### config.mk
export PLATFORM = sky130hd
export DESIGN_NAME = pwm_run_sequencer
export DESIGN_NICKNAME = d
export VERILOG_FILES = /design/src/rtl/pwm_sequencer_pkg.sv /design/src/rtl/phase_stagger_timer.sv /design/src/rtl/pwm_run_sequencer.sv
export SDC_FILE = /design/constraint.sdc
export NUM_CORES = 1
export LEC_CHECK = 0
export ABC_CLOCK_PERIOD_IN_PS = 7200
export CORE_AREA = 3 3 112 87
export CTS_BUF_LIST = sky130_fd_sc_hd__clkbuf_4
export CTS_CLUSTER_DIAMETER = 200
export CTS_CLUSTER_SIZE = 20
export DETAILED_ROUTE_END_ITERATION = 7
export DIE_AREA = 0 0 115 90
export DONT_BUFFER_PORTS = 1
export GPL_TIMING_DRIVEN = 0
export PLACE_DENSITY_LB_ADDON = 0.12
export SKIP_LAST_GASP = 1
export SLEW_MARGIN = 5
export SYNTH_ARGS = -nofsm -noshare
export SYNTH_HDL_FRONTEND = slang
export SYNTH_SLANG_ARGS = --single-unit
export TNS_END_PERCENT = 10
### constraint.sdc
create_clock -name clock -period 7.2 [get_ports clock]
set_clock_uncertainty 0.2 [all_clocks]
set_input_delay 1.08 -clock clock [delete_from_list [all_inputs] [get_ports clock]]
set_output_delay 1.08 -clock clock [all_outputs]
set_load 0.05 [all_outputs]
### src/rtl/pwm_sequencer_pkg.sv
// Shared types and constants for the PWM run sequencer.
// Holds the FSM state encoding and the counter mode codes.
package pwm_sequencer_pkg;

    typedef enum logic [2:0] {
        IDLE,
        STAGGER,
        RUNNING,
        DRAIN,
        RESTART
    } seq_state_t;

    localparam logic [1:0] MODE_DOWN   = 2'd0;
    localparam logic [1:0] MODE_UP     = 2'd1;
    localparam logic [1:0] MODE_UPDOWN = 2'd2;

endpackage

### src/rtl/phase_stagger_timer.sv
// Counts timebase pulses while enabled and emits a one-clock tick every
// `step` pulses, reloading itself; held at zero while disabled.
module phase_stagger_timer #(
    parameter int COUNTER_WIDTH = 16
) (
    input  logic                     clock,
    input  logic                     reset,
    input  logic                     timebase,
    input  logic                     enable,
    input  logic [COUNTER_WIDTH-1:0] step,
    output logic                     tick
);

    logic [COUNTER_WIDTH-1:0] count_q;

    // A zero step never ticks; the sequencer launches all chains at once instead.
    assign tick = enable && timebase && (step != '0) &&
                  (count_q == step - COUNTER_WIDTH'(1));

    always_ff @(posedge clock) begin
        if (!reset || !enable) begin
            count_q <= '0;
        end else if (tick) begin
            count_q <= '0;
        end else if (timebase) begin
            count_q <= count_q + COUNTER_WIDTH'(1);
        end
    end

endmodule

### src/rtl/pwm_run_sequencer.sv
// Run/config sequencer for a bank of PWM counters: staggered start, boundary
// stop, and boundary-aligned stop/resync/restart to apply new limits.
module pwm_run_sequencer
    import pwm_sequencer_pkg::*;
#(
    parameter int N_CHAINS      = 3,
    parameter int COUNTER_WIDTH = 16
) (
    input  logic                     clock,
    input  logic                     reset,
    input  logic                     timebase,
    input  logic                     start_req,
    input  logic                     stop_req,
    input  logic                     shadow_wr,
    input  logic [COUNTER_WIDTH-1:0] shadow_start,
    input  logic [COUNTER_WIDTH-1:0] shadow_stop,
    input  logic [1:0]               shadow_mode,
    input  logic [COUNTER_WIDTH-1:0] phase_step,
    input  logic [N_CHAINS-1:0]      reload_compare,
    output logic [N_CHAINS-1:0]      run,
    output logic                     sync,
    output logic [COUNTER_WIDTH-1:0] counter_start_data,
    output logic [COUNTER_WIDTH-1:0] counter_stop_data,
    output logic [1:0]               mode,
    output logic                     busy,
    output logic                     update_pending
);

    seq_state_t               state_q, state_d;
    logic [N_CHAINS-1:0]      run_d, run_shifted, launch_run;
    logic                     sync_d, apply, launch_full, tick, boundary;
    logic                     restart_ph_q, restart_ph_d, stop_seen_q, stop_seen_d;
    logic                     rc0_p1;
    logic [COUNTER_WIDTH-1:0] shadow_start_q, shadow_stop_q;
    logic [1:0]               shadow_mode_q;
    logic                     unused_rc;

    assign unused_rc   = ^reload_compare;
    assign boundary    = reload_compare[0] && !rc0_p1;
    assign busy        = (state_q != IDLE);
    assign launch_full = (phase_step == '0) || (N_CHAINS == 1);
    assign launch_run  = launch_full ? '1 : N_CHAINS'(1);
    assign run_shifted = (run << 1) | N_CHAINS'(1);

    phase_stagger_timer #(.COUNTER_WIDTH(COUNTER_WIDTH)) u_timer (
        .clock    (clock),
        .reset    (reset),
        .timebase (timebase),
        .enable   ((state_q == STAGGER) && run[0]),
        .step     (phase_step),
        .tick     (tick)
    );

    always_comb begin
        state_d      = state_q;
        run_d        = run;
        sync_d       = 1'b0;
        apply        = 1'b0;
        restart_ph_d = restart_ph_q;
        stop_seen_d  = stop_seen_q;
        case (state_q)
            IDLE: begin
                if (start_req && !stop_req) begin
                    apply   = 1'b1;
                    state_d = STAGGER;
                end
            end
            STAGGER: begin
                if (stop_req) begin
                    state_d = DRAIN;
                end else if (!run[0]) begin
                    // First stagger cycle: release chain 0 together with the resync pulse.
                    sync_d = 1'b1;
                    run_d  = launch_run;
                    if (launch_full) state_d = RUNNING;
                end else if (tick) begin
                    run_d = run_shifted;
                    if (run_shifted[N_CHAINS-1]) state_d = RUNNING;
                end
            end
            RUNNING: begin
                if (stop_req) begin
                    state_d = DRAIN;
                end else if (update_pending && boundary) begin
                    run_d        = '0;
                    restart_ph_d = 1'b0;
                    stop_seen_d  = 1'b0;
                    state_d      = RESTART;
                end
            end
            DRAIN: begin
                if (!run[0] || boundary) begin
                    run_d   = '0;
                    state_d = IDLE;
                end
            end
            RESTART: begin
                if (!restart_ph_q) begin
                    apply        = 1'b1;
                    sync_d       = 1'b1;
                    restart_ph_d = 1'b1;
                    stop_seen_d  = stop_req;
                end else if (stop_seen_q || stop_req) begin
                    state_d = IDLE;
                end else begin
                    run_d   = launch_run;
                    state_d = launch_full ? RUNNING : STAGGER;
                end
            end
            default: state_d = IDLE;
        endcase
    end

    always_ff @(posedge clock) begin
        if (!reset) begin
            state_q            <= IDLE;
            run                <= '0;
            sync               <= 1'b0;
            restart_ph_q       <= 1'b0;
            stop_seen_q        <= 1'b0;
            rc0_p1             <= 1'b1;
            shadow_start_q     <= '0;
            shadow_stop_q      <= '0;
            shadow_mode_q      <= MODE_DOWN;
            counter_start_data <= '0;
            counter_stop_data  <= '0;
            mode               <= MODE_UP;
            update_pending     <= 1'b0;
        end else begin
            state_q      <= state_d;
            run          <= run_d;
            sync         <= sync_d;
            restart_ph_q <= restart_ph_d;
            stop_seen_q  <= stop_seen_d;
            rc0_p1       <= reload_compare[0];
            // The apply path reads the old shadow, so a same-clock write stays pending.
            if (shadow_wr) begin
                shadow_start_q <= shadow_start;
                shadow_stop_q  <= shadow_stop;
                shadow_mode_q  <= shadow_mode;
            end
            if (apply) begin
                counter_start_data <= shadow_start_q;
                counter_stop_data  <= shadow_stop_q;
                mode               <= shadow_mode_q;
            end
            if (shadow_wr)  update_pending <= 1'b1;
            else if (apply) update_pending <= 1'b0;
        end
    end

endmodule

Word-level counts from Yosys, hierarchy flattened
Cells that the tools add are included.
- register bits: 95
- bits in latches: 0
- RAM bits: 0
- ROM bits: 0
- input port bits: 59
- word-level logic and storage cells: 98
- memories kept: 0
- $add $sub $neg: 2
- $mul: 0
- divide/modulo/power cells: 0
- magnitude comparators: 0
- equality and inequality tests: 18
- shift-type cells: 0
- muxes and demuxes: 35
- bitwise gates (word level): 0
- reductions and logical operators: 28
- operators by type and width (cell ; number):
    3-bit 2-to-1 mux ; 18
    16-bit by 1-bit adder with 16-bit output, second input constant ; 1
    16-bit equality test ; 1
    16-bit zero test ; 1
    2-bit != test, second input constant ; 8
    16-bit nonzero test ; 1
    16-bit by 1-bit subtractor with 16-bit output, second input constant ; 1
    3-bit one-hot mux with 5 select lines ; 1
    7-bit AND reduction ; 2
    4-bit != test, second input constant ; 3
    3-bit one-hot mux with 4 select lines ; 1
    1-bit 2-to-1 mux ; 9
    1-bit one-hot mux with 2 select lines ; 4
    8-bit AND reduction ; 1
    1-bit logical AND ; 7
    3-bit by 2-bit equality test with 1-bit output, second input constant ; 2
    3-bit != test, second input constant ; 2
    1-bit zero test ; 5
    2-bit 2-to-1 mux ; 2
    4-bit AND reduction ; 1
    2-bit nonzero test ; 2
    4-bit nonzero test ; 1
    3-bit by 1-bit equality test with 1-bit output, second input constant ; 1
    3-bit equality test, second input constant ; 1
    5 further kinds ; 7

Depth between registers and ports, before layout
Gate-level depths: netlist of the first run.
- depth in word-level cells: 9
- gate-level depth with buffers: 11
- depth with buffers taken out: 10

Hierarchy
From an unflattened synthesis of the first run, not the netlist that was laid out.
- cells, all modules: 529
- area total of the unflattened synthesis: 4429.2 um^2
- by module, submodules not included (module ; times used ; cells an instance ; area each (um^2) ; sequential area each (um^2)):
    pwm_run_sequencer ; 1 ; 355 ; 3096.7 ; 1581.5
    phase_stagger_timer ; 1 ; 174 ; 1332.5 ; 320.3

Worst setup path after synthesis of the first run
OpenSTA, ideal clock, no wires.
- kind: input to register
- start point: input phase_step[0]
- end point: register u_timer.count_q[13]
- setup time: 0.130 ns
- arrival: 3.758 ns
- setup slack: 3.112 ns
- stages: 11
- buffers on the path: 2
- path through: inv_1 ha_1 or3b_2 or4_2 a211oi_1 nand4_1 a2111oi_4 and3b_1 clkbuf_1 buf_2 nor3_1
- cells in the longest elaborated chain, start to end: 4
- elaborated cells on any way between the ends: 6
- RTL lines (what ; RTL line ; source):
    from (decl) ; pwm_run_sequencer.sv:18 ; input logic [COUNTER_WIDTH-1:0] phase_step,
    16-bit by 1-bit subtractor with 16-bit output or 16-bit nonzero test (tied branches) ; phase_stagger_timer.sv:18, phase_stagger_timer.sv:17 ;
    16-bit equality test or 1-bit logical AND (tied branches) ; phase_stagger_timer.sv:18, phase_stagger_timer.sv:17 ;
    1-bit logical AND * ; phase_stagger_timer.sv:17 ; assign tick = enable && timebase && (step != '0) &&
    2-bit OR reduction (no source line) * ; - ;
    to (signal assigned) ; phase_stagger_timer.sv:26 ; count_q <= count_q + COUNTER_WIDTH'(1);
    to (decl) ; phase_stagger_timer.sv:14 ; logic [COUNTER_WIDTH-1:0] count_q;
Every way passes the cells marked *; elsewhere a longest branch is shown, timed or not.
A chain may end at the register's enable or synchronous reset.

Final worst setup path of the first run
- start point: register run[0]
- end point: register u_timer.count_q[2]
- cells in the longest elaborated chain, start to end: 5
- elaborated cells on any way between the ends: 7
- RTL lines (what ; RTL line ; source):
    from (decl) ; pwm_run_sequencer.sv:20 ; output logic [N_CHAINS-1:0] run,
    from (signal assigned) ; pwm_run_sequencer.sv:131 ; run <= run_d;
    1-bit logical AND * ; pwm_run_sequencer.sv:49 ; .enable ((state_q == STAGGER) && run[0]),
    1-bit logical AND (3 in series) ; phase_stagger_timer.sv:17 ;
    2-bit OR reduction (no source line) * ; - ;
Marks and branches as above.

==> results of run 1 <==
==> where the power goes <==
group | total, W | internal, W | switching [W]
clock | 0.000280 | 0.000109 | 0.000171
sequential | 0.000653 | 0.000561 | 0.0000912
combinational | 0.000246 | 0.0000871 | 0.000159
total | 0.00118 | 0.000757 | 0.000421
==> per-layer routing <==
metal | wire (um) | global-route usage (%)
met1 | 5080 | 28.8
met2 | 4320 | 29.4
met3 | 806 | 7.79
met4 | 52 | 4.69
met5 | 0 | 0
==> cell usage after synthesis (all sizes together), types with 8 or more instances <==
| cell type | n | share of area (%) |
|---|---|---|
| o21ai | 10 | 1.1 |
| nor4 | 8 | 1.1 |
| nand2 | 87 | 7.3 |
| nor3 | 19 | 2.1 |
| nand3 | 8 | 0.89 |
| a21boi | 35 | 5.9 |
| a21oi | 10 | 1.1 |
| nand4 | 8 | 1.1 |
| clkbuf | 25 | 2.1 |
| mux2i | 39 | 8.7 |
| inv | 12 | 1.0 |
| nor2 | 21 | 1.8 |
| nor2b | 41 | 5.7 |
| dfxtp | 95 | 42 |
| xnor2 | 19 | 3.7 |
| xor2 | 14 | 2.7 |
==> logic make-up after synthesis <==
group | count (synthesis) | synth area share, %
fa+ha+maj | 3 | 0.781
flops | 95 | 42.4
simple gates | 223 | 25.4
buf+inv | 40 | 3.54
xor+xnor | 33 | 6.45
compound gates | 76 | 12.5
mux | 40 | 8.96
==> area by class of cell <==
| cell class | count | area, um2 |
|---|---|---|
| inverters | 12 | 45.0 |
| well taps | 108 | 135 |
| clock inverters | 6 | 60.1 |
| flip-flops and latches | 95 | 1900 |
| fillers | 816 | 3810 |
| plain buffers | 28 | 114 |
| clock buffers | 10 | 75.1 |
| multi-input cells | 375 | 2420 |
==> worst max-delay path: cells and delay by family, from the launching register on <==
kind / cells / cell delay, ns
AOI/OAI and AO/OA: 2 / 0.81
buffers and inverters: 2 / 0.58
DFF: 1 / 0.79
and+or+nand+nor: 5 / 1.85
==> sequential cells by signal (all words and copies together), names as in the netlist <==
signal / flops
counter_start_data: 16
counter_stop_data: 16
mode: 2
rc0_p1: 1
restart_ph_q: 1
run: 3
shadow_mode_q: 2
shadow_start_q: 16
shadow_stop_q: 16
state_q: 3
stop_seen_q: 1
sync: 1
u_timer.count_q: 16
update_pending: 1
==> how the worst min path moves through the flow <==
stage	cells past startpoint	endpoint	slack [ns]
finish	2	counter_start_data[14]	0.26
CTS	2	counter_start_data[1]	0.27
global route	2	counter_start_data[1]	0.30
detailed placement	2	counter_start_data[1]	0.25
global placement	2	counter_stop_data[5]	0.25
floorplan	2	mode[0]	0.24
==> metrics by stage <==
stage | setup slack [ns] | total power [W] | cells | hold WS [ns] | instance area (um2)
5_1_grt | 2.58 | 0.00125 | 634 | 0.297 | 4750
3_5_place_dp | 2.60 | 0.000909 | 618 | 0.255 | 4620
6_report | 2.83 | 0.00118 | 634 | 0.264 | 4750
3_3_place_gp | 2.63 | 0.000904 | 618 | 0.246 | 4620
2_1_floorplan | 3.11 | 0.000850 | 510 | 0.240 | 4480
4_1_cts | 2.87 | 0.00119 | 634 | 0.272 | 4750
==> metrics.md, run 1 <==
| Metric | Value |
|---|---|
| Hold_sp | shadow_start_q[14] |
| Layout Nets | 582 |
| CTS Root Cell | clkbuf_4 |
| Worst Path Max Fanout | 10 |
| Rel. slew slack | 12.1% |
| Final HPWL DP | 7.88 mm |
| YS warnings | 0 |
| CP Data Arrival Time | 4.48 ns |
| Initial DRT Pass Iterations | 4 |
| Clock Sinks | 95 |
| Flops & latches, synth | 95 |
| CP peak stage delay | 1.16 ns |
| GRT Resource Usage Total | 20.4% |
| Max IR drop VDD | 0.151 mV |
| Die Wd | 115 um |
| CP required | 7.31 ns |
| Initial Util | 52.4% |
| Most frequent cells in the layout | dfxtp_1, nand2_1, nor2b_1 |
| Period minus WS final | 4.37 ns |
| Netlist cell types | 56 |
| Max-Cap Viols | 0 |
| Crit end category | register |
| Final period util | 60.7% |
| Cts bufs inserted | 9 |
| Detailed Route Iter0 Violations | 258 |
| Worst reg2reg path depth | 9 |
| Clk buf depth | 2 |
| Reg-to-Reg Start | run[0] |
| CP Launch Type | register |
| ANT nets after route | 0 |
| DRC Markers | 0 |
| Core Util, Final | 55.5% |
| Final hold viol count | 0 |
| Boundary Pins | 99 |
| Status | complete, no violations |
| First-pass GRT wire length | 17.0 mm |
| Post-CTS setup buffers | 0 |
| Worst-path clk slew | 0.15 ns |
| Initial antenna violation count | 0 |
| Pwr Density | 248 nW/um2 |
| Port Buf Inserts | 0 |
| Commonest non-fill, non-tap cell in the layout | dfxtp_1 |
| R2r setup slk | 2.83 ns |
| Layout cell share with drive strength beyond 1 | 6.27% |
| ANT cells | 0 |
| Area of the core | 8560 um2 |
| Slowest cell on crit path | nor4bb_1 |
| Syn Nets | 571 |
| Mapped Area | 4480 um2 |
| DR vias | 3476 |
| Gpl congestion | 0.880 |
| Crit path top cell by count | nand4_1 |
| Worst-skew pair later-pin latency | 0.43 ns |
| CTS tree | built |
| Cell Chain, Critical Path | nor4bb_1 > nand4_1 > a211oi_1 > nand4_1 > a2111oi_4 > and3b_1 > clkbuf_1 > buf_2 > nor3_1 |
| Post-synth ARST share | 0% |
| CTS Hold Bufs | 0 |
| Via density | 5.48 |
| RSZ-0062 raised after global routing | false |
| Site Rows | 29 |
| Post-CTS Resized | 0 |
| Largest net degree at the start of global routing | 16 |
| Syn Area/Cell | 8.79 um2 |
| Crit Path Class | reg -> reg |
| Max Fclk | 229 MHz |
| Slew Limit Fails | 0 |
| Total wire length | 10.3 mm |
| Hold Path Class | reg -> reg |
| GRT Residual Overflow | 0 |
| Die Y-Extent | 90 um |
| Area growth syn-to-layout | 6.03% |
| FF-to-FF End | u_timer.count_q[2] |
| Wire length per cell | 16.2 um |
| H-tree levels | 3 |
| Post-synthesis cell count | 510 |
| Worst-Margin Slew | 1.30 ns |
| Most used DFF post-synth | dfxtp_1 |
| Post-synth EDFFs | 0 |
| Die area | 10400 um2 |
| Sequential area share after synthesis | 42.4% |
| Critical Path Start | run[0] |
| Endpoints failing setup | 0 |
| Cell leakage power | 1.67 nW |
| Vias in the first global route | 3356 |
| Critical Path Sink | u_timer.count_q[2] |
| Setup_tns | 0 ns |
No activity file was read; power rests on OpenSTA's default activity.
==> run 2, diff against run 1 <==
- ABC_AREA: not set -> 1
- ABC_CLOCK_PERIOD_IN_PS: 7200 -> 4000
- CORE_AREA: 3 3 112 87 -> 3 3 111 86
- DIE_AREA: 0 0 115 90 -> 0 0 114 89
- clock period: 7.2 -> 4 ns (I/O delays scaled with it)
==> metrics.md, run 2 <==
| Metric | Value |
|---|---|
| Status | complete, no violations (unchanged) |
| First-pass GRT wire length | 17.5 mm (was 17.0 mm) |
| Family with the most delay on the worst path | simple AND/OR/NAND/NOR gates (unchanged) |
| Crit end category | register (unchanged) |
| Cts bufs inserted | 9 (unchanged) |
| Die Y-Extent | 89 um (was 90 um) |
| CTS Root Cell | clkbuf_4 (unchanged) |
| H-tree levels | 3 (unchanged) |
| Slowest cell on crit path | dfxtp_1 (was nor4bb_1) |
| Core Util, Final | 54.9% (was 55.5%) |
| Post-synthesis cell count | 628 (was 510) |
| Post-CTS Resized | 0 (unchanged) |
| Die Wd | 114 um (was 115 um) |
| CP Launch Type | register (unchanged) |
| Cell leakage power | 1.97 nW (was 1.67 nW) |
| Post-CTS setup buffers | 0 (unchanged) |
| Rel. slew slack | 57.6% (was 12.1%) |
| Clock Sinks | 95 (unchanged) |
| Largest cells by area after synthesis | dfxtp_1, nor2_1, o21ai_0 (was dfxtp_1, mux2i_1, nand2_1) |
| Final period util | 59.0% (was 60.7%) |
| Most frequent cells in the layout | nor2_1, dfxtp_1, nand2_1 (was dfxtp_1, nand2_1, nor2b_1) |
| Worst-path clk slew | 0.14 ns (was 0.15 ns) |
| Netlist cell types | 40 (was 56) |
| Worst Path Max Fanout | 10 (unchanged) |
| Worst-Margin Slew | 0.635 ns (was 1.30 ns) |
| Site Rows | 29 (unchanged) |
| Syn Nets | 689 (was 571) |
| Layout cell share with drive strength beyond 1 | 7.14% (was 6.27%) |
| YS warnings | 0 (unchanged) |
| GRT Resource Usage Total | 21.5% (was 20.4%) |
| DRC Markers | 0 (unchanged) |
| CP required | 4.14 ns (was 7.31 ns) |
| Number of buffers and inverters on the critical path | 3 (was 2) |
| Final hold viol count | 0 (unchanged) |
| Flops & latches, synth | 95 (unchanged) |
| Worst-skew pair later-pin latency | 0.43 ns (about the same) |
| Synth cell count leaders | nor2_1, dfxtp_1, nand2_1, o21ai_0, inv_1 (was dfxtp_1, nand2_1, nor2b_1, mux2i_1, a21boi_0) |
| Pwr Density | 488 nW/um2 (was 248 nW/um2) |
| Initial antenna violation count | 0 (unchanged) |
| CTS Hold Bufs | 0 (unchanged) |
| Total wire length | 10.6 mm (was 10.3 mm) |
| Slew Limit Fails | 0 (unchanged) |
| Max-Cap Viols | 0 (unchanged) |
| CTS tree | built (unchanged) |
| Mapped Area | 4410 um2 (was 4480 um2) |
| Max Fclk | 424 MHz (was 229 MHz) |
| Largest net degree at the start of global routing | 16 (unchanged) |
| Max IR drop VDD | 0.431 mV (was 0.151 mV) |
| Area growth syn-to-layout | 5.68% (was 6.03%) |
| Period minus WS final | 2.36 ns (was 4.37 ns) |
| Crit path top cell by count | nor2_1 (was nand4_1) |
| Endpoints failing setup | 0 (unchanged) |
| ANT cells | 0 (unchanged) |
| Layout Nets | 700 (was 582) |
| Cell Chain, Critical Path | nor2_1 > nand2_1 > nor2_1 > inv_1 > nand2_1 > clkinv_1 > clkbuf_1 > nor2_1 > nor2_1 (was nor4bb_1 > nand4_1 > a211oi_1 > nand4_1 > a2111oi_4 > and3b_1 > clkbuf_1 > buf_2 > nor3_1) |
| Post-synth EDFFs | 0 (unchanged) |
| ANT nets after route | 0 (unchanged) |
| Clk buf depth | 2 (unchanged) |
| Crit Path Class | reg -> reg (unchanged) |
| RSZ-0062 raised after global routing | false (unchanged) |
| Port Buf Inserts | 0 (unchanged) |
| Final HPWL DP | 8.10 mm (was 7.88 mm) |
| Initial Util | 51.9% (was 52.4%) |
| Sequential area share after synthesis | 43.1% (was 42.4%) |
| Detailed Route Iter0 Violations | 315 (was 258) |
| CP Data Arrival Time | 2.50 ns (was 4.48 ns) |
| Most used DFF post-synth | dfxtp_1 (unchanged) |
| Setup_tns | 0 ns (unchanged) |
| Top cell type's share of synthesized area | 43.1% (was 42.4%) |
| Area of the core | 8490 um2 (was 8560 um2) |
| Vias in the first global route | 3574 (was 3356) |
| Count leader, synth | nor2_1 (was dfxtp_1) |
| Post-synth ARST share | 0% (unchanged) |
| CP peak stage delay | 0.37 ns (was 1.16 ns) |
| Via density | 5.19 (was 5.48) |
| Leading area contributor after synthesis | dfxtp_1 (unchanged) |
| Sequential cell area | 1900 um2 (unchanged) |
| Initial DRT Pass Iterations | 5 (was 4) |
| Wire length per cell | 14.2 um (was 16.2 um) |
| Gpl congestion | 0.921 (was 0.880) |
| Boundary Pins | 99 (unchanged) |
| Fillers | 880 (was 816) |
| Commonest non-fill, non-tap cell in the layout | nor2_1 (was dfxtp_1) |
| Hold Path Class | in -> reg (was reg -> reg) |
| DR vias | 3901 (was 3476) |
| GRT Residual Overflow | 0 (unchanged) |
| Syn Area/Cell | 7.02 um2 (was 8.79 um2) |
| Die area | 10100 um2 (was 10400 um2) |
| Multi-input logic area | 2220 um2 (was 2420 um2) |
## run 2: cell types whose count changed in the layout (fill, tap and decap cells not counted), sizes merged, moves of 20 or more
cell | before | now
o21ai | 10 | 80
mux2i | 39 | 1
nor2b | 41 | 0
nand3 | 8 | 28
nor2 | 21 | 190
a21boi | 35 | 0
inv | 13 | 49
## run 2: metrics by stage
stage	total power [W]	hold WS (ns)	setup slack, ns	area [um2]	instances
floorplan	0.00173	0.238	1.70	4410	628
global placement	0.00183	0.248	1.46	4540	736
detailed placement	0.00184	0.250	1.43	4540	736
CTS	0.00229	0.0183	1.67	4660	752
global route	0.00241	0.0219	1.36	4660	752
finish	0.00227	0.0539	1.64	4660	752
## run 2: final cells by class
type / instances / area share, %
Buffer: 23 / 2.12
Clock buffer: 11 / 1.77
Clock inverter: 5 / 0.698
Inverter: 49 / 3.95
Multi-Input combinational cell: 461 / 47.7
Sequential cell: 95 / 40.8
Tap cell: 108 / 2.90
## run 2: final timing paths
path,endpoint,cells after the start,slack [ns],startpoint
setup / recovery,counter_stop_data[10],9,1.64,state_q[0]
hold / removal,rc0_p1,2,0.05,reload_compare[0]
setup reg to reg,counter_stop_data[10],9,1.64,state_q[0]
hold reg to reg,restart_ph_q,2,0.27,restart_ph_q
## run 2: routing by layer
layer	track usage, %	vias to the layer above	wire length, um
met2	30.8	110	4460
met5	0	-	0
met3	10.2	4	904
li1	-	2037	-
met4	3.88	0	37
met1	29.9	1750	5240
## run 2: logic make-up after synthesis
kind of cell / after synthesis / share of synthesized area, %
and+or+nand+nor: 341 / 34.4
muxes: 1 / 0.227
adders and majority gates: 2 / 0.567
xor gates and xnor gates: 19 / 3.77
buffers and inverters: 72 / 6.41
AOI/OAI and AO/OA: 98 / 11.4
DFF: 95 / 43.1
## run 2: power by group
| group | leakage (nW) | internal [W] | switching (W) |
|---|---|---|---|
| Combinational | 1.12 | 0.000143 | 0.000285 |
| Sequential | 0.781 | 0.00105 | 0.000338 |
| Clock | 0.0714 | 0.000144 | 0.000312 |
## run 2: worst register-to-register path, cell delays in order (launching register included)
cell and delay (ns):
dfxtp_1 0.37, nor2_1 0.15, nand2_1 0.18, nor2_1 0.23, inv_1 0.10, nand2_1 0.23
clkinv_1 0.28, clkbuf_1 0.30, nor2_1 0.16, nor2_1 0.07
